--- src/rtl/axi_lite_pkg.sv ---
// rtl/axi_lite_pkg.sv - shared response codes, write FSM states and width helper
package axi_lite_pkg;

   localparam logic [1:0] RESP_OKAY   = 2'b00;
   localparam logic [1:0] RESP_SLVERR = 2'b10;

   typedef enum logic [1:0] {
      WR_COLLECT = 2'd0,
      WR_COMMIT  = 2'd1,
      WR_RESP    = 2'd2
   } wr_state_t;

   function automatic int clog2(input int value);
      int result;
      int rem;
      result = 0;
      rem    = value - 1;
      while (rem > 0) begin
         result = result + 1;
         rem    = rem >> 1;
      end
      return result;
   endfunction

endpackage

--- src/rtl/axi_lite_wr_ctrl.sv ---
// rtl/axi_lite_wr_ctrl.sv - AW/W capture, write commit decision and B channel
module axi_lite_wr_ctrl
   import axi_lite_pkg::*;
#(
   parameter int ADDR_WIDTH = 6,
   parameter int DATA_WIDTH = 32,
   parameter int NUM_REGS = 8,
   parameter logic [NUM_REGS-1:0] RO_MASK = '0,
   localparam int LSB = clog2(DATA_WIDTH / 8),
   localparam int IDX_W = ADDR_WIDTH - LSB
) (
   input  logic                    ACLK,
   input  logic                    ARST_N,
   input  logic                    en,
   input  logic [ADDR_WIDTH-1:0]   AW_ADDR,
   input  logic                    AW_VALID,
   output logic                    AW_READY,
   input  logic [DATA_WIDTH-1:0]   W_DATA,
   input  logic [DATA_WIDTH/8-1:0] W_STRB,
   input  logic                    W_VALID,
   output logic                    W_READY,
   output logic [1:0]              B_RESP,
   output logic                    B_VALID,
   input  logic                    B_READY,
   output logic                    commit,
   output logic [IDX_W-1:0]        idx,
   output logic [DATA_WIDTH-1:0]   data,
   output logic [DATA_WIDTH/8-1:0] strb
);

   localparam int SLOTS = 1 << IDX_W;
   // RO mask widened to every decodable index so it can be indexed directly
   localparam logic [SLOTS-1:0] RO_PAD = SLOTS'(RO_MASK);

   wr_state_t                 state_q;
   wr_state_t                 state_d;
   logic                      aw_held_q;
   logic                      w_held_q;
   logic [IDX_W-1:0]          idx_q;
   logic [DATA_WIDTH-1:0]     data_q;
   logic [DATA_WIDTH/8-1:0]   strb_q;
   logic                      aw_hs;
   logic                      w_hs;
   logic                      b_hs;
   logic                      idx_rw;
   logic [31:0]               idx_ext;
   logic                      unused_aw_low;

   assign unused_aw_low = ^AW_ADDR[LSB-1:0];

   assign AW_READY = en & ~aw_held_q;
   assign W_READY  = en & ~w_held_q;
   assign aw_hs    = AW_VALID & AW_READY;
   assign w_hs     = W_VALID & W_READY;

   // B_VALID comes only from FSM state, never from B_READY
   assign B_VALID  = (state_q != WR_COLLECT);
   assign b_hs     = B_VALID & B_READY;

   // held index is stable from commit until the B handshake, so the response
   // can be decoded from it combinationally
   assign idx_ext  = 32'(idx_q);
   assign idx_rw   = (idx_ext < 32'(NUM_REGS)) & ~RO_PAD[idx_q];
   assign B_RESP   = B_VALID ? (idx_rw ? RESP_OKAY : RESP_SLVERR) : RESP_OKAY;

   assign commit   = (state_q == WR_COMMIT) & idx_rw;
   assign idx      = idx_q;
   assign data     = data_q;
   assign strb     = strb_q;

   // capture AW and W payloads independently; both released on the B handshake
   always_ff @(posedge ACLK or negedge ARST_N) begin
      if (!ARST_N) begin
         aw_held_q <= 1'b0;
         w_held_q  <= 1'b0;
         idx_q     <= '0;
         data_q    <= '0;
         strb_q    <= '0;
      end else if (b_hs) begin
         aw_held_q <= 1'b0;
         w_held_q  <= 1'b0;
      end else begin
         if (aw_hs) begin
            aw_held_q <= 1'b1;
            idx_q     <= AW_ADDR[ADDR_WIDTH-1:LSB];
         end
         if (w_hs) begin
            w_held_q <= 1'b1;
            data_q   <= W_DATA;
            strb_q   <= W_STRB;
         end
      end
   end

   // write FSM state register
   always_ff @(posedge ACLK or negedge ARST_N) begin
      if (!ARST_N) begin
         state_q <= WR_COLLECT;
      end else begin
         state_q <= state_d;
      end
   end

   // commit one cycle after both halves are held, then wait for B_READY
   always_comb begin
      state_d = state_q;
      unique case (state_q)
         WR_COLLECT: begin
            if ((aw_held_q | aw_hs) & (w_held_q | w_hs)) begin
               state_d = WR_COMMIT;
            end
         end
         WR_COMMIT: begin
            state_d = B_READY ? WR_COLLECT : WR_RESP;
         end
         WR_RESP: begin
            if (B_READY) begin
               state_d = WR_COLLECT;
            end
         end
         default: state_d = WR_COLLECT;
      endcase
   end

endmodule

--- src/rtl/axi_lite_regfile_slave.sv ---
// rtl/axi_lite_regfile_slave.sv - AXI4-Lite register file with RO status slots and SLVERR decode
module axi_lite_regfile_slave
   import axi_lite_pkg::*;
#(
   parameter int ADDR_WIDTH = 6,
   parameter int DATA_WIDTH = 32,
   parameter int NUM_REGS = 8,
   parameter logic [NUM_REGS-1:0] RO_MASK = '0
) (
   input  logic                             ACLK,
   input  logic                             ARST_N,
   input  logic [ADDR_WIDTH-1:0]            AW_ADDR,
   input  logic                             AW_VALID,
   output logic                             AW_READY,
   input  logic [DATA_WIDTH-1:0]            W_DATA,
   input  logic [DATA_WIDTH/8-1:0]          W_STRB,
   input  logic                             W_VALID,
   output logic                             W_READY,
   output logic [1:0]                       B_RESP,
   output logic                             B_VALID,
   input  logic                             B_READY,
   input  logic [ADDR_WIDTH-1:0]            AR_ADDR,
   input  logic                             AR_VALID,
   output logic                             AR_READY,
   output logic [DATA_WIDTH-1:0]            R_DATA,
   output logic [1:0]                       R_RESP,
   output logic                             R_VALID,
   input  logic                             R_READY,
   output logic [NUM_REGS*DATA_WIDTH-1:0]   REG_OUT,
   input  logic [NUM_REGS*DATA_WIDTH-1:0]   REG_IN,
   output logic [NUM_REGS-1:0]              WR_PULSE
);

   localparam int LSB    = clog2(DATA_WIDTH / 8);
   localparam int IDX_W  = ADDR_WIDTH - LSB;
   localparam int STRB_W = DATA_WIDTH / 8;

   logic                    en_q;
   logic                    wr_commit;
   logic [IDX_W-1:0]        wr_idx;
   logic [DATA_WIDTH-1:0]   wr_data;
   logic [STRB_W-1:0]       wr_strb;
   logic [31:0]             wr_idx_ext;
   logic [DATA_WIDTH-1:0]   regs_q [NUM_REGS];
   logic [IDX_W-1:0]        rd_idx;
   logic [31:0]             rd_idx_ext;
   logic [DATA_WIDTH-1:0]   rd_val;
   logic [1:0]              rd_resp;
   logic                    ar_hs;
   logic                    r_valid_q;
   logic [DATA_WIDTH-1:0]   r_data_q;
   logic [1:0]              r_resp_q;
   logic                    unused_bits;

   // RW slots ignore REG_IN and the byte offset bits are not decoded
   assign unused_bits = ^{REG_IN, AR_ADDR[LSB-1:0]};

   // READYs stay low until the first clock edge after reset release
   always_ff @(posedge ACLK or negedge ARST_N) begin
      if (!ARST_N) begin
         en_q <= 1'b0;
      end else begin
         en_q <= 1'b1;
      end
   end

   axi_lite_wr_ctrl #(
      .ADDR_WIDTH (ADDR_WIDTH),
      .DATA_WIDTH (DATA_WIDTH),
      .NUM_REGS   (NUM_REGS),
      .RO_MASK    (RO_MASK)
   ) u_wr_ctrl (
      .ACLK     (ACLK),
      .ARST_N   (ARST_N),
      .en       (en_q),
      .AW_ADDR  (AW_ADDR),
      .AW_VALID (AW_VALID),
      .AW_READY (AW_READY),
      .W_DATA   (W_DATA),
      .W_STRB   (W_STRB),
      .W_VALID  (W_VALID),
      .W_READY  (W_READY),
      .B_RESP   (B_RESP),
      .B_VALID  (B_VALID),
      .B_READY  (B_READY),
      .commit   (wr_commit),
      .idx      (wr_idx),
      .data     (wr_data),
      .strb     (wr_strb)
   );

   assign wr_idx_ext = 32'(wr_idx);

   // byte-strobed update of the addressed RW register on a legal commit
   always_ff @(posedge ACLK or negedge ARST_N) begin
      if (!ARST_N) begin
         for (int i = 0; i < NUM_REGS; i++) begin
            regs_q[i] <= '0;
         end
      end else if (wr_commit) begin
         for (int i = 0; i < NUM_REGS; i++) begin
            if (wr_idx_ext == 32'(i)) begin
               for (int b = 0; b < STRB_W; b++) begin
                  if (wr_strb[b]) begin
                     regs_q[i][8*b +: 8] <= wr_data[8*b +: 8];
                  end
               end
            end
         end
      end
   end

   // one-hot pulse for the register committed this cycle (fires even with zero strobes)
   always_comb begin
      WR_PULSE = '0;
      for (int i = 0; i < NUM_REGS; i++) begin
         if (wr_commit && (wr_idx_ext == 32'(i))) begin
            WR_PULSE[i] = 1'b1;
         end
      end
   end

   for (genvar g = 0; g < NUM_REGS; g++) begin : g_reg_out
      assign REG_OUT[g*DATA_WIDTH +: DATA_WIDTH] = regs_q[g];
   end

   assign AR_READY   = en_q & ~r_valid_q;
   assign ar_hs      = AR_VALID & AR_READY;
   assign rd_idx     = AR_ADDR[ADDR_WIDTH-1:LSB];
   assign rd_idx_ext = 32'(rd_idx);

   // read mux: status input for RO slots, stored value for RW, zero/SLVERR beyond range
   always_comb begin
      rd_val  = '0;
      rd_resp = RESP_SLVERR;
      for (int i = 0; i < NUM_REGS; i++) begin
         if (rd_idx_ext == 32'(i)) begin
            rd_resp = RESP_OKAY;
            rd_val  = RO_MASK[i] ? REG_IN[i*DATA_WIDTH +: DATA_WIDTH] : regs_q[i];
         end
      end
   end

   // R channel: registered data one cycle after AR, held until R_READY
   always_ff @(posedge ACLK or negedge ARST_N) begin
      if (!ARST_N) begin
         r_valid_q <= 1'b0;
         r_data_q  <= '0;
         r_resp_q  <= RESP_OKAY;
      end else if (ar_hs) begin
         r_valid_q <= 1'b1;
         r_data_q  <= rd_val;
         r_resp_q  <= rd_resp;
      end else if (r_valid_q && R_READY) begin
         r_valid_q <= 1'b0;
      end
   end

   assign R_VALID = r_valid_q;
   assign R_DATA  = r_data_q;
   assign R_RESP  = r_resp_q;

endmodule

--- config.mk ---
export PLATFORM = sky130hd
export DESIGN_NAME = axi_lite_regfile_slave
export DESIGN_NICKNAME = d
export VERILOG_FILES = /design/src/rtl/axi_lite_pkg.sv /design/src/rtl/axi_lite_wr_ctrl.sv /design/src/rtl/axi_lite_regfile_slave.sv
export SDC_FILE = /design/constraint.sdc
export NUM_CORES = 1
export LEC_CHECK = 0
export CORE_AREA = 2 2 242 244
export DETAILED_ROUTE_END_ITERATION = 12
export DIE_AREA = 0 0 244 246
export PLACE_DENSITY = 0.66
export SYNTH_ARGS = -nofsm -noshare
export SYNTH_HDL_FRONTEND = slang
export SYNTH_SLANG_ARGS = --single-unit
--- constraint.sdc ---
create_clock -name ACLK -period 1.9 [get_ports ACLK]
set_input_delay 0.38 -clock ACLK [delete_from_list [all_inputs] [get_ports ACLK]]
set_output_delay 0.38 -clock ACLK [all_outputs]
set_load 0.05 [all_outputs]
==> results of run 1 <==
[Yosys cell counts (11+ instances only)]
cell        n
o22ai_1    11
nand2_1    68
mux2i_1    53
nand2_2    12
nor2b_1    13
clkbuf_1   30
o21ai_0    62
nor2_1     39
mux2_2    303
mux4_2     21
buf_2      12
dfrtp_1   335
a21oi_1    36
[area by class of cell]
class                   instances  share of cell area (%)
repair buffers                481                    21.1
inverters                       9                   0.155
multi-input cells             684                    29.6
flip-flops and latches        335                    38.5
clock inverters                16                   0.874
diodes                          2                  0.0230
clock buffers                  56                    5.24
well taps                     765                    4.40
[cells by family (layout without fill, tap and decap cells)]
group | Yosys count | in the layout | synth area share, %
AOI/OAI and AO/OA | 142 | 142 | 5.59
xor gates and xnor gates | 1 | 1 | 0.0598
buffers and inverters | 57 | 562 | 1.67
DFF | 335 | 335 | 57.2
muxes | 378 | 378 | 30.2
other | 2 | 5 | 0.0513
and+or+nand+nor | 160 | 160 | 5.19
[worst paths after layout]
path,start,to
setup / recovery,u_wr_ctrl.state_q[1],WR_PULSE[0]
hold / removal,ARST_N,R_DATA[22]
setup reg to reg,u_wr_ctrl.state_q[1],REG_OUT[11]
hold reg to reg,R_DATA[29],R_DATA[29]
max in group asynchronous,ARST_N,REG_OUT[113]
min in group ACLK,R_READY,R_VALID
[per-layer routing]
layer	global-route usage (%)	up-vias	routed length, um
met1	24.0	5694	24000
met4	4.18	4	782
met2	27.3	413	24500
met3	6.27	53	4910
li1	-	4866	-
met5	0	-	27
[power by group]
part	total (mW)	switching [mW]	internal, mW	leakage, nW
combinational	15.2	9.74	5.48	5.54
sequential	12.3	2.87	9.40	4.45
clock	7.73	3.10	4.63	0.651
[metrics by stage]
step                cells  TNS [ns]
floorplan            1076    -86.44
global route         2346    -31.04
CTS                  2347    -22.90
global placement     2259    -11.00
detailed placement   2259    -13.91
finish               2348    -19.14
[registers in the layout (all words and copies together) (netlist names), 2 cells and up]
signal and flops:
REG_OUT 256, R_DATA 32, u_wr_ctrl.data 32, u_wr_ctrl.idx 4, u_wr_ctrl.strb 4, u_wr_ctrl.state_q 2
[what timing repair did]
action                                  in CTS  in global routing
endpoints found under the setup margin     173                260
pin swaps                                    7                  8
resized for setup                           94                 65
hold buffers                                 1                  0
endpoints found under the hold margin       31                  0
buffers inserted                            16                  8
==> results.txt, run 1 <==
----------------------------------------------------
[Layout]
  Area used by sequential logic in the layout ... about 0.0084 sq mm
  P&R area growth vs syn ... 48.5%
  Most frequent standard cell in the layout excluding fill and tap cells ... dfrtp_1
  Highest-count cells in the layout ignoring fill and taps ... dfrtp_1 (334), buf_4 (320), mux2_2 (295)
  Count of filler cells inserted in the layout ... 5,459
  Final-stage net count ... 1,861
  Share of cells above drive strength 1 ... 52.8%
  Finished Cell Area ... 0.0218 sq mm
  Post-Route Utilization ... 37.9%
  Area taken by multi-input logic gates ... 0.00645 sq mm

[Timing]
  Final WS setup ... -0.464 ns
  Final slew viol count ... 0
  RSZ-0062 raised after global routing ... yes
  Shortest clock period the worst path allows after layout ... 2.36 ns
  Number of failing hold endpoints at the final stage ... 0
  Max Fclk ... 423 MHz
  Normalized max-slew margin ... 35.4%
  Number of failing setup endpoints in the final timing report ... 196
  Portion of the clock cycle consumed by the worst path in the final layout ... 124%
  Worst slew pin tran ... 0.968 ns
  Final Hold Slack ... 0.367 ns
  Largest clock skew in the final design ... 0.0189 ns

[Worst setup path]
  Worst setup path category ... reg2out
  Most common cell on crit path ... buf_12
  Maximum cell stage delay along the critical path ... 0.44 ns
  Crit-path max FO ... 2
  Sum of buffers and inverters on the critical path ... 3
  Capturing element type of the critical path ... primary output
  CP cell instances ... or3b_4 -> nor4_4 -> buf_12 -> buf_12 -> buf_12
  Data required time of the critical path ... ~1.5 ns
  Crit path arrival time ... roughly 2.0 ns
  Crit start category ... flip-flop
  Worst R2R Setup Slack ... -0.16 ns
  Top cell family by delay on the critical path ... simple AND/OR/NAND/NOR gates
  Critical Path Slowest Stage Cell ... or3b_4
  Number of cells on the worst reg-to-reg path ... 7
  Total number of cells along the worst setup path ... 5

[Floorplan]
  # rows ... 88
  Horiz. Die Dim ... 244 um
  Die boundary height ... ~250 um
  Area of the core region ... roughly 0.057 sq mm
  I/O pin total ... 616
  Total die area ... 0.0600 sq mm
  Starting Density ... 25.5%

[Clock tree]
  Clock root buffer ... clkbuf_16
  Number of sinks handled by clock tree synthesis ... 335
  Maximum clock insertion buffer count ... 3
  Deepest level of the CTS H-tree ... 2
  CTS buffer count ... 39
  Clock slew at the register clock pins of the worst setup and hold paths ... ~0.06 ns
  CTS tree ... done
  Worst-skew pair later-pin latency ... 0.56 ns

[Place]
  Dpl hpwl ... between 30,000 and 40,000 um
  Area post-placement ... 0.0199 sq mm
  Total of buffers placed on input and output ports ... 353
  DP Worst Slack ... -0.354 ns
  Routability-driven placement congestion ratio ... 0.827

[Routing]
  Drc violations ... 0
  Iteration count of the initial detailed-routing pass ... 5
  Detail-routed net length per standard cell ... 23.1 um
  Detailed-route via count ... 11,000
  Total wire length ... 54,200 um
  1st-iter DRT viols ... 541
  Post-DR vias/cell ... approximately 4.7
  Post-route antenna net violation count ... 0

[Synthesis]
  Biggest area contributors in the synthesized netlist ... dfrtp_1 (57%), mux2_2 (23%), mux2i_1 (3.6%), mux4_2 (3.2%), o21ai_0 (2.1%)
  Number of distinct standard cells referenced by the synthesized netlist ... 39
  Ys flop type ... dfrtp_1
  Avg Synthesized Cell Area ... around 14 sq um
  Cells after Synth ... 1,075
  Number of synthesized register bits ... 335
  Total standard cell area after synthesis ... between 0.01 and 0.015 sq mm
  Sequential-to-total area share from yosys stat ... 57.2%
  Area share of the largest cell type after synthesis ... 57.2%
  Largest area contributor in the synthesized netlist ... dfrtp_1
  Synthesis warning total ... 0
  Number of enable flip-flop cells after synthesis ... 0
  Proportion of register bits with asynchronous set or reset after synthesis ... 100%

[Global routing]
  Vias in the first global route ... about 11,000
  Pin count of the biggest net entering global routing ... 51
  Residual overflow from global routing ... 0
  Antenna violations before repair ... 3
  Total global-route track usage ... between 15 and 20%
  Wire length of the first global-routing pass ... 78,900 um

[Power]
  Final Total Pwr ... 35.2 mW
  Leak pwr ... 10.6 nW
  Power density over the cells ... 1620 mW/mm^2
  IR Drop Worst-Case VDD ... 0.000988 V

[Status]
  Run status ... finished, violations left
  Violations in the final reports ... setup timing

[Job]
  Max-cap viol count ... 0

[Worst hold path]
  Min-delay worst type ... in2async

----------------------------------------------------
(Power assumes the default switching activity.)
==> run 2, diff against run 1 <==
--- a/config.mk
+++ b/config.mk
@@ -8,7 +8,9 @@
 export CORE_AREA = 2 2 242 244
 export DETAILED_ROUTE_END_ITERATION = 12
 export DIE_AREA = 0 0 244 246
+export MAX_ROUTING_LAYER = met4
 export PLACE_DENSITY = 0.66
+export SKIP_LAST_GASP = 1
 export SYNTH_ARGS = -nofsm -noshare
 export SYNTH_HDL_FRONTEND = slang
 export SYNTH_SLANG_ARGS = --single-unit
==> results.txt, run 2 (synthesized netlist as in run 1, its figures left out) <==
----------------------------------------------------
[Status]
  Violations in the final reports ... setup timing
  Run status ... finished, violations left

[Clock tree]
  CTS tree ... done
  Number of sinks handled by clock tree synthesis ... 335 (unchanged)
  Clock slew at the register clock pins of the worst setup and hold paths ... 0.06 ns (about the same)
  Deepest level of the CTS H-tree ... 2 (unchanged)
  Worst-skew pair later-pin latency ... 0.55 ns (about the same)
  Maximum clock insertion buffer count ... 3 (unchanged)
  Clock root buffer ... clkbuf_16
  CTS buffer count ... 39 (unchanged)

[Power]
  Final Total Pwr ... 35.2 mW (-0.13%)
  Power density over the cells ... 1620 mW/mm^2 (about the same)
  Leak pwr ... 10.6 nW (-0.19%)
  IR Drop Worst-Case VDD ... 0.000987 V (about the same)

[Layout]
  Final-stage net count ... 1,861 (unchanged)
  Share of cells above drive strength 1 ... 52.8% (unchanged)
  Finished Cell Area ... 0.0217 sq mm (-0.15%)
  Max FFs per register ... 256 (unchanged)
  P&R area growth vs syn ... 48.3%
  Most frequent standard cell in the layout excluding fill and tap cells ... dfrtp_1
  Count of filler cells inserted in the layout ... 5,469 (+0.18%)
  Post-Route Utilization ... 37.9% (-0.057 points)
  Highest-count cells in the layout ignoring fill and taps ... dfrtp_1 (334), buf_4 (320), mux2_2 (295)

[Floorplan]
  I/O pin total ... 616 (unchanged)
  Horiz. Die Dim ... 244 um (unchanged)
  Total die area ... 0.0600 sq mm (unchanged)
  Starting Density ... 25.5% (unchanged)
  Die boundary height ... 246 um (unchanged)
  Area of the core region ... 0.0574 sq mm (unchanged)
  # rows ... 88 (unchanged)

[Worst hold path]
  Min-delay worst type ... in2async

[Place]
  Total of buffers placed on input and output ports ... 353 (unchanged)
  Routability-driven placement congestion ratio ... 0.840 (+1.5%)
  Dpl hpwl ... 39,100 um (unchanged)
  DP Worst Slack ... -0.354 ns (unchanged)
  Area post-placement ... 0.0199 sq mm (unchanged)

[Timing]
  RSZ-0062 raised after global routing ... yes
  Final WS setup ... -0.453 ns (+0.0108 ns)
  Final slew viol count ... 0 (unchanged)
  Largest clock skew in the final design ... 0.0184 ns (-0.000521 ns)
  Number of failing hold endpoints at the final stage ... 0 (unchanged)
  Normalized max-slew margin ... 38.1% (+2.6 points)
  Portion of the clock cycle consumed by the worst path in the final layout ... 124% (-0.57 points)
  Number of failing setup endpoints in the final timing report ... 178 (-9.2%)
  Worst slew pin tran ... 0.929 ns (-0.0394 ns)
  Shortest clock period the worst path allows after layout ... 2.35 ns (-0.0108 ns)
  Max Fclk ... 425 MHz (+0.46%)

[Routing]
  Total wire length ... 54,200 um (about the same)
  Drc violations ... 0 (unchanged)
  1st-iter DRT viols ... 598 (+11%)
  Detail-routed net length per standard cell ... 23.1 um (about the same)
  Post-DR vias/cell ... 4.70 (unchanged)
  Detailed-route via count ... 11,000 (unchanged)
  Post-route antenna net violation count ... 0 (unchanged)
  Iteration count of the initial detailed-routing pass ... 7 (+2)

[Worst setup path]
  Data required time of the critical path ... 1.52 ns (about the same)
  Crit start category ... flip-flop
  Crit-path max FO ... 2 (unchanged)
  Capturing element type of the critical path ... primary output
  Crit path arrival time ... 1.97 ns (about the same)
  Worst setup path category ... reg2out

[Global routing]
  Antenna violations before repair ... 3 (unchanged)
  Vias in the first global route ... 11,400 (-0.035%)
  Residual overflow from global routing ... 0 (unchanged)
  Wire length of the first global-routing pass ... 78,900 um (about the same)
  Total global-route track usage ... 18.3% (+0.53 points)
  Pin count of the biggest net entering global routing ... 51 (unchanged)

[Job]
  Max-cap viol count ... 0 (unchanged)

----------------------------------------------------
==> run 2: cell counts in the layout (fill, tap and decap cells not counted) <==
No cell type changed its count.
==> run 2: power breakdown <==
group | switching [mW] | internal (mW)
Combinational | 9.74 | 5.47
Sequential | 2.84 | 9.40
Clock | 3.09 | 4.63
Total | 15.7 | 19.5
==> run 2: routing by layer <==
metal / vias to the layer above / global-route usage, % / routed length [um]
met5: - / - / 0
met3: 51 / 5.83 / 4760
met2: 436 / 27.3 / 24600
met1: 5659 / 24.3 / 24100
met4: 0 / 4.20 / 804
li1: 4884 / - / -
==> run 2: layout make-up <==
type	count	area (sq um)	share of cell area (%)
Tap cell	765	957	4.41
Inverter	9	33.8	0.155
Multi-Input combinational cell	684	6420	29.6
Clock inverter	16	190	0.875
Antenna cell	2	5.00	0.0230
Timing Repair Buffer	481	4590	21.1
Sequential cell	335	8380	38.6
Clock buffer	56	1140	5.25
==> run 2: what timing repair did <==
action,in CTS,in global routing
buffers inserted,16,7
hold buffers,1,0
gates resized for setup,93,60
endpoints found under the setup margin,173,260
pin swaps,7,7
endpoints found under the hold margin,31,0
==> run 2: final timing paths <==
check | endpoint | slack [ns] | cells past startpoint | start
max in group asynchronous | REG_OUT[113] | 0.82 | 3 | ARST_N
min in group ACLK | R_VALID | 0.40 | 2 | R_READY
min | R_DATA[22] | 0.37 | 2 | ARST_N
max | WR_PULSE[0] | -0.45 | 5 | u_wr_ctrl.state_q[1]
max reg2reg | REG_OUT[11] | -0.15 | 7 | u_wr_ctrl.state_q[1]
min reg2reg | R_DATA[29] | 0.48 | 2 | R_DATA[29]
==> run 2: per-stage QoR <==
stage | cells | hold slack (ns) | TNS [ns]
floorplan | 1076 | 0.0844 | -86.44
global route | 2348 | 0.372 | -27.88
CTS | 2347 | 0.365 | -22.91
finish | 2348 | 0.369 | -15.94
global placement | 2259 | 0.357 | -11.00
detailed placement | 2259 | 0.367 | -13.91
==> run 2: critical path, cell delays in order, from the launching register on <==
cell,delay (ns)
dfrtp_1,0.38
or3b_4,0.44
nor4_4,0.23
buf_12,0.15
buf_12,0.09
buf_12,0.12
==> run 3, diff against run 2 <==
--- a/config.mk
+++ b/config.mk
@@ -8,6 +8,7 @@
 export CORE_AREA = 2 2 242 244
 export DETAILED_ROUTE_END_ITERATION = 12
 export DIE_AREA = 0 0 244 246
+export GPL_ROUTABILITY_DRIVEN = 0
 export MAX_ROUTING_LAYER = met4
 export PLACE_DENSITY = 0.66
 export SKIP_LAST_GASP = 1
==> results of run 3 <==
Final layout, timing and power as in run 2 (identical DEF).
==> patch 1 (config.mk and constraints of run 2) <==
`ADDR_WIDTH` is set to 6 in 2 places; all go to 5.
--- a/src/rtl/axi_lite_wr_ctrl.sv
+++ b/src/rtl/axi_lite_wr_ctrl.sv
@@ -2,7 +2,7 @@
 module axi_lite_wr_ctrl
    import axi_lite_pkg::*;
 #(
-   parameter int ADDR_WIDTH = 6,
+   parameter int ADDR_WIDTH = 5,
    parameter int DATA_WIDTH = 32,
    parameter int NUM_REGS = 8,
    parameter logic [NUM_REGS-1:0] RO_MASK = '0,
--- a/src/rtl/axi_lite_regfile_slave.sv
+++ b/src/rtl/axi_lite_regfile_slave.sv
@@ -2,7 +2,7 @@
 module axi_lite_regfile_slave
    import axi_lite_pkg::*;
 #(
-   parameter int ADDR_WIDTH = 6,
+   parameter int ADDR_WIDTH = 5,
    parameter int DATA_WIDTH = 32,
    parameter int NUM_REGS = 8,
    parameter logic [NUM_REGS-1:0] RO_MASK = '0
Interface: changed (resized AR_ADDR and AW_ADDR); port bits go from 616 to 614. No check against the original RTL was run, so the function may have changed too.
==> patch 1 against run 2 <==
- the run still ends with setup timing left
- highest routed layer unchanged
- cell count up 1.8%
- sequential cell count fell by 1
- design area fell by 1.9%
- setup slack better by 24 ps
- power grew 7.8%
- critical path depth up 1
- area after synthesis is 0.56% lower
- utilization shrank 0.73 points
- register-to-register slack worse by 40 ps
- critical path type unchanged
- wire length increased by 1.3%
- fmax is 1.0% higher
- largest power group unchanged
- synthesized cell count increased by 6.3%
==> patch 1: results (changes against run 2) <==
clock latency on the worst-skew pair 570 ps (+20 ps); WL final 54.9 mm (+1.3%); crit path max-delay cell type or3b_1; CTS Buffer Depth 3 (unchanged); unique cell type count in the Yosys netlist 40 (+2.6%); post-synthesis async set-or-reset flop share 1.00 (unchanged); Yosys Warn Count 0 (unchanged); Hold WC Path Type in2async; Avg Inst Size Synth 12.7 um^2 (-6.5%); failing checks setup timing; crit path DAT 1950 ps (-20 ps); CTS HTree Levels 2 (unchanged); routability cong. 0.879 (+4.6%); share of post-route cells with drive strength above 1 0.497 (-0.0306); initial antenna violation count 2 (-1); Slew headroom 0.448 (+0.0671); CTS clk-pin slew, worst paths around 50 ps; Max Fanout on Critical Path 4 (+2); DR pass1 iterations 4 (-3); first-pass GRT wire length 79.0 mm (+0.15%); CP startpoint u_wr_ctrl.idx[0]$_DFFE_PN0P_; nets 1,904 (+2.3%); vias in the first global route 11.9k (+3.9%); Pleak 10.1 nW (-4.8%); GRT Total Usage 0.182 (-0.000972); Largest stage delay, worst path 380 ps (-60 ps); vias 11.4k (+3.8%); Max-Cap Viols 0 (unchanged); R2R depth 8 (+1); final worst slack -429 ps (+23.6 ps); worst setup path end WR_PULSE[2]; most frequent cells after synthesis dfrtp_1, mux2_2, o21ai_0; final count of negative-setup-slack endpoints 112 (-37%); Root Buffer clkbuf_16; flop-to-flop setup slack -190 ps (-40 ps); CTS Buf Count 39 (unchanged); dpl cells 2,297 (+1.7%); reg2reg end REG_OUT[20]$_DFFE_PN0P_; DR iter-0 viols 546 (-8.7%); WHS 257 ps (-112 ps); Seq/Total Area, Yosys 0.574 (+0.00153); top cells by area, synth dfrtp_1, mux2_2, o21ai_0, mux2i_1, nor2_1; port buffer count 350 (-0.85%); non-filler cells, final 2,391 (+1.8%); max FFs per register 256 (unchanged); largest net degree at the start of global routing 73 (+43%); Detailed Place HPWL 39.1 mm (about the same); status finished, violations left; peak supply drop 1410 uV (+42%); fill count 5,485 (+0.29%); Setup Skew 33.1 ps (+14.8 ps)
==> patch 1: what timing repair did <==
action | in CTS | in global routing
setup endpoints to repair | 135 | 242
setup buffers | 17 | 12
gates resized for setup | 67 | 51
hold buffers | 1 | 0
cloned | 0 | 2
pin swaps | 9 | 6
hold endpoints to repair | 56 | 0
==> patch 1: through the flow <==
step	TNS [ps]	area [um^2]	setup slack [ps]	total power, mW	util
after global placement	-2400	19500	-79.4	29.8	0.339
after detailed placement	-4370	19500	-98.3	30.1	0.339
after floorplan	-39040	14600	-276	23.3	-
after CTS	-11990	21000	-490	37.8	0.366
after global routing	-19010	21300	-505	39.6	0.371
final	-7390	21300	-429	37.9	0.371
==> patch 1: layout make-up <==
type	count	share of cell area
timing repair buffer	470	0.208
multi-input combinational	721	0.292
tap	765	0.0449
sequential	334	0.392
antenna	2	0.000235
clock buffer	58	0.0534
clock inverter	12	0.00399
inverter	29	0.00511
==> patch 1: cells by family after synthesis <==
kind of cell,count (synthesis),synth area share
AOI/OAI and AO/OA,220,0.0934
xor gates and xnor gates,1,0.000601
buffers and inverters,90,0.0259
DFF,334,0.574
muxes,333,0.254
other,2,0.000516
and+or+nand+nor,163,0.0514
==> patch 1: per-layer routing <==
| metal | up-vias | GRT usage | wire length [um] |
|---|---|---|---|
| met5 | - | - | 0 |
| met2 | 465 | 0.276 | 24600 |
| met1 | 5841 | 0.228 | 23800 |
| met3 | 87 | 0.0654 | 5260 |
| met4 | 0 | 0.0543 | 1330 |
| li1 | 5052 | - | - |
==> patch 1: worst max-delay path: cells and delay by family (launching register included) <==
family | cells | cell delay, ps
buf+inv | 4 | 550
simple gates | 2 | 480
flops | 1 | 370
==> patch 1: where the power goes <==
group          internal, mW  switching [mW]
logic                  6.33            11.4
registers              9.70            3.29
clock network          4.16            3.03
==> patch 2 (settings of run 2) <==
Made on the original files. Make the reset (`ARST_N`) synchronous in 5 clocked blocks.
--- a/src/rtl/axi_lite_wr_ctrl.sv
+++ b/src/rtl/axi_lite_wr_ctrl.sv
@@ -69,7 +69,7 @@
    assign strb     = strb_q;
 
    // capture AW and W payloads independently; both released on the B handshake
-   always_ff @(posedge ACLK or negedge ARST_N) begin
+   always_ff @(posedge ACLK) begin
       if (!ARST_N) begin
          aw_held_q <= 1'b0;
          w_held_q  <= 1'b0;
@@ -93,7 +93,7 @@
    end
 
    // write FSM state register
-   always_ff @(posedge ACLK or negedge ARST_N) begin
+   always_ff @(posedge ACLK) begin
       if (!ARST_N) begin
          state_q <= WR_COLLECT;
       end else begin
--- a/src/rtl/axi_lite_regfile_slave.sv
+++ b/src/rtl/axi_lite_regfile_slave.sv
@@ -56,7 +56,7 @@
    assign unused_bits = ^{REG_IN, AR_ADDR[LSB-1:0]};
 
    // READYs stay low until the first clock edge after reset release
-   always_ff @(posedge ACLK or negedge ARST_N) begin
+   always_ff @(posedge ACLK) begin
       if (!ARST_N) begin
          en_q <= 1'b0;
       end else begin
@@ -92,7 +92,7 @@
    assign wr_idx_ext = 32'(wr_idx);
 
    // byte-strobed update of the addressed RW register on a legal commit
-   always_ff @(posedge ACLK or negedge ARST_N) begin
+   always_ff @(posedge ACLK) begin
       if (!ARST_N) begin
          for (int i = 0; i < NUM_REGS; i++) begin
             regs_q[i] <= '0;
@@ -142,7 +142,7 @@
    end
 
    // R channel: registered data one cycle after AR, held until R_READY
-   always_ff @(posedge ACLK or negedge ARST_N) begin
+   always_ff @(posedge ACLK) begin
       if (!ARST_N) begin
          r_valid_q <= 1'b0;
          r_data_q  <= '0;
Behaviour: differs if ARST_N is asserted again (counterexample within 4 cycles, from zero or initial values and one cycle with ARST_N low); with ARST_N held inactive, the same outputs for 4 cycles.
==> patch 2 against run 2 <==
- the flow still finishes with violations (setup timing)
- first-iteration DRC count grew 84%
- design area shrank 1.1%
- area after synthesis shrank 5.1%
- wire length grew 6.3%
- setup slack lost 70 ps
- sequential cell count is the same
- cell count grew 4.3%
- critical path type unchanged
- highest routed layer unchanged
Power is not compared: it rests on default switching activity, and its combinational part moved more than twofold at a synthesized area within 25%.
==> patch 2: results (changes against run 2) <==
status finished, violations left; failing checks setup timing; fill count 5,521 (+0.95%); net load switching power 5.05 mW; Slew @ Worst Pin 671 ps (-258 ps); most frequent cells after synthesis edfxtp_1, nor2_1, nand2_1; CP startpoint u_wr_ctrl.idx[3]$_SDFFE_PN0P_; GRT Total Usage 0.190 (+0.00656); Post-synth top flop edfxtp_1; first-pass GRT wire length 79.6 mm (+0.84%); post-synthesis async set-or-reset flop share 0 (-1.00); Hold WC Path Type in2reg; crit path max-delay cell type or4b_4; crit path DAT 2040 ps (+70 ps); reg2reg end regs_q[0][9]$_SDFFCE_PN0P_; post-synthesis xor/xnor area fraction 0.000630 (+0.0000323); Post-synth EDFFs 256 (+256); nets 1,961 (+5.4%); DR iter-0 viols 1,100 (+84%); vias 11.7k (+6.0%); final worst slack -523 ps (-69.5 ps); routability cong. 0.922 (+9.8%); post-synthesis mux area share 0.0530 (-0.249); Max Fanout on Critical Path 4 (+2); WHS 356 ps (-12.5 ps); Setup Skew 20.4 ps (+2.04 ps); post-place setup slack -514 ps (-160 ps); initial antenna violation count 2 (-1); DR pass1 iterations 5 (-2); share of post-route cells with drive strength above 1 0.397 (-0.131); unique cell type count in the Yosys netlist 50 (+28%); Largest Register regs_q; compound-gate portion of the synthesized area 0.0980 (+0.0421); Largest stage delay, worst path 620 ps (+180 ps); final count of negative-setup-slack endpoints 145 (-19%)
## patch 2: through the flow
| stage | instance area [um^2] | power, mW | std cells | TNS (ps) |
|---|---|---|---|---|
| final | 21500 | 18.7 | 2449 | -17370 |
| after global routing | 21500 | 19.2 | 2448 | -23250 |
| after CTS | 20600 | 18.7 | 2446 | -26880 |
| after detailed placement | 19000 | 11.1 | 2364 | -25500 |
| after global placement | 19000 | 11.1 | 2364 | -21470 |
| after floorplan | 14100 | 9.96 | 1189 | -49100 |
## patch 2: kinds of logic after synthesis
family,after synthesis
compound gates,191
xor+xnor,1
buf+inv,110
flops,335
mux,69
other cells,1
simple gates,481
## patch 2: cell type report
| class | instances | area [um^2] | area share |
|---|---|---|---|
| multi-input cells | 744 | 5290 | 0.246 |
| clock buffers | 56 | 1100 | 0.0513 |
| diodes | 3 | 7.51 | 0.000349 |
| well taps | 765 | 957 | 0.0446 |
| repair buffers | 490 | 4500 | 0.209 |
| clock inverters | 16 | 201 | 0.00938 |
| inverters | 40 | 153 | 0.00711 |
| flip-flops and latches | 335 | 9270 | 0.432 |
## patch 2: repair_timing
item,in CTS,in global routing
pin swaps,16,12
gates resized for setup,83,220
hold buffers,0,0
setup buffers,12,8
setup endpoints to repair,255,359
## patch 2: layer usage
layer  up-vias  share of wire  track usage
met5         -              0            -
met4         0          0.017       0.0470
met3        68           0.11       0.0595
met2       665           0.44        0.281
met1      5780           0.43        0.252
li1       5176              -            -
## patch 2: power by group through the flow
stage                     combinational, mW  clock (mW)  sequential, mW
after floorplan                       0.673           0            9.29
after global placement                 2.54           0            8.53
after detailed placement               2.57           0            8.54
after global routing                   2.74        8.04            8.42
final                                  2.63        7.63            8.40
after CTS                              2.59        7.74            8.39
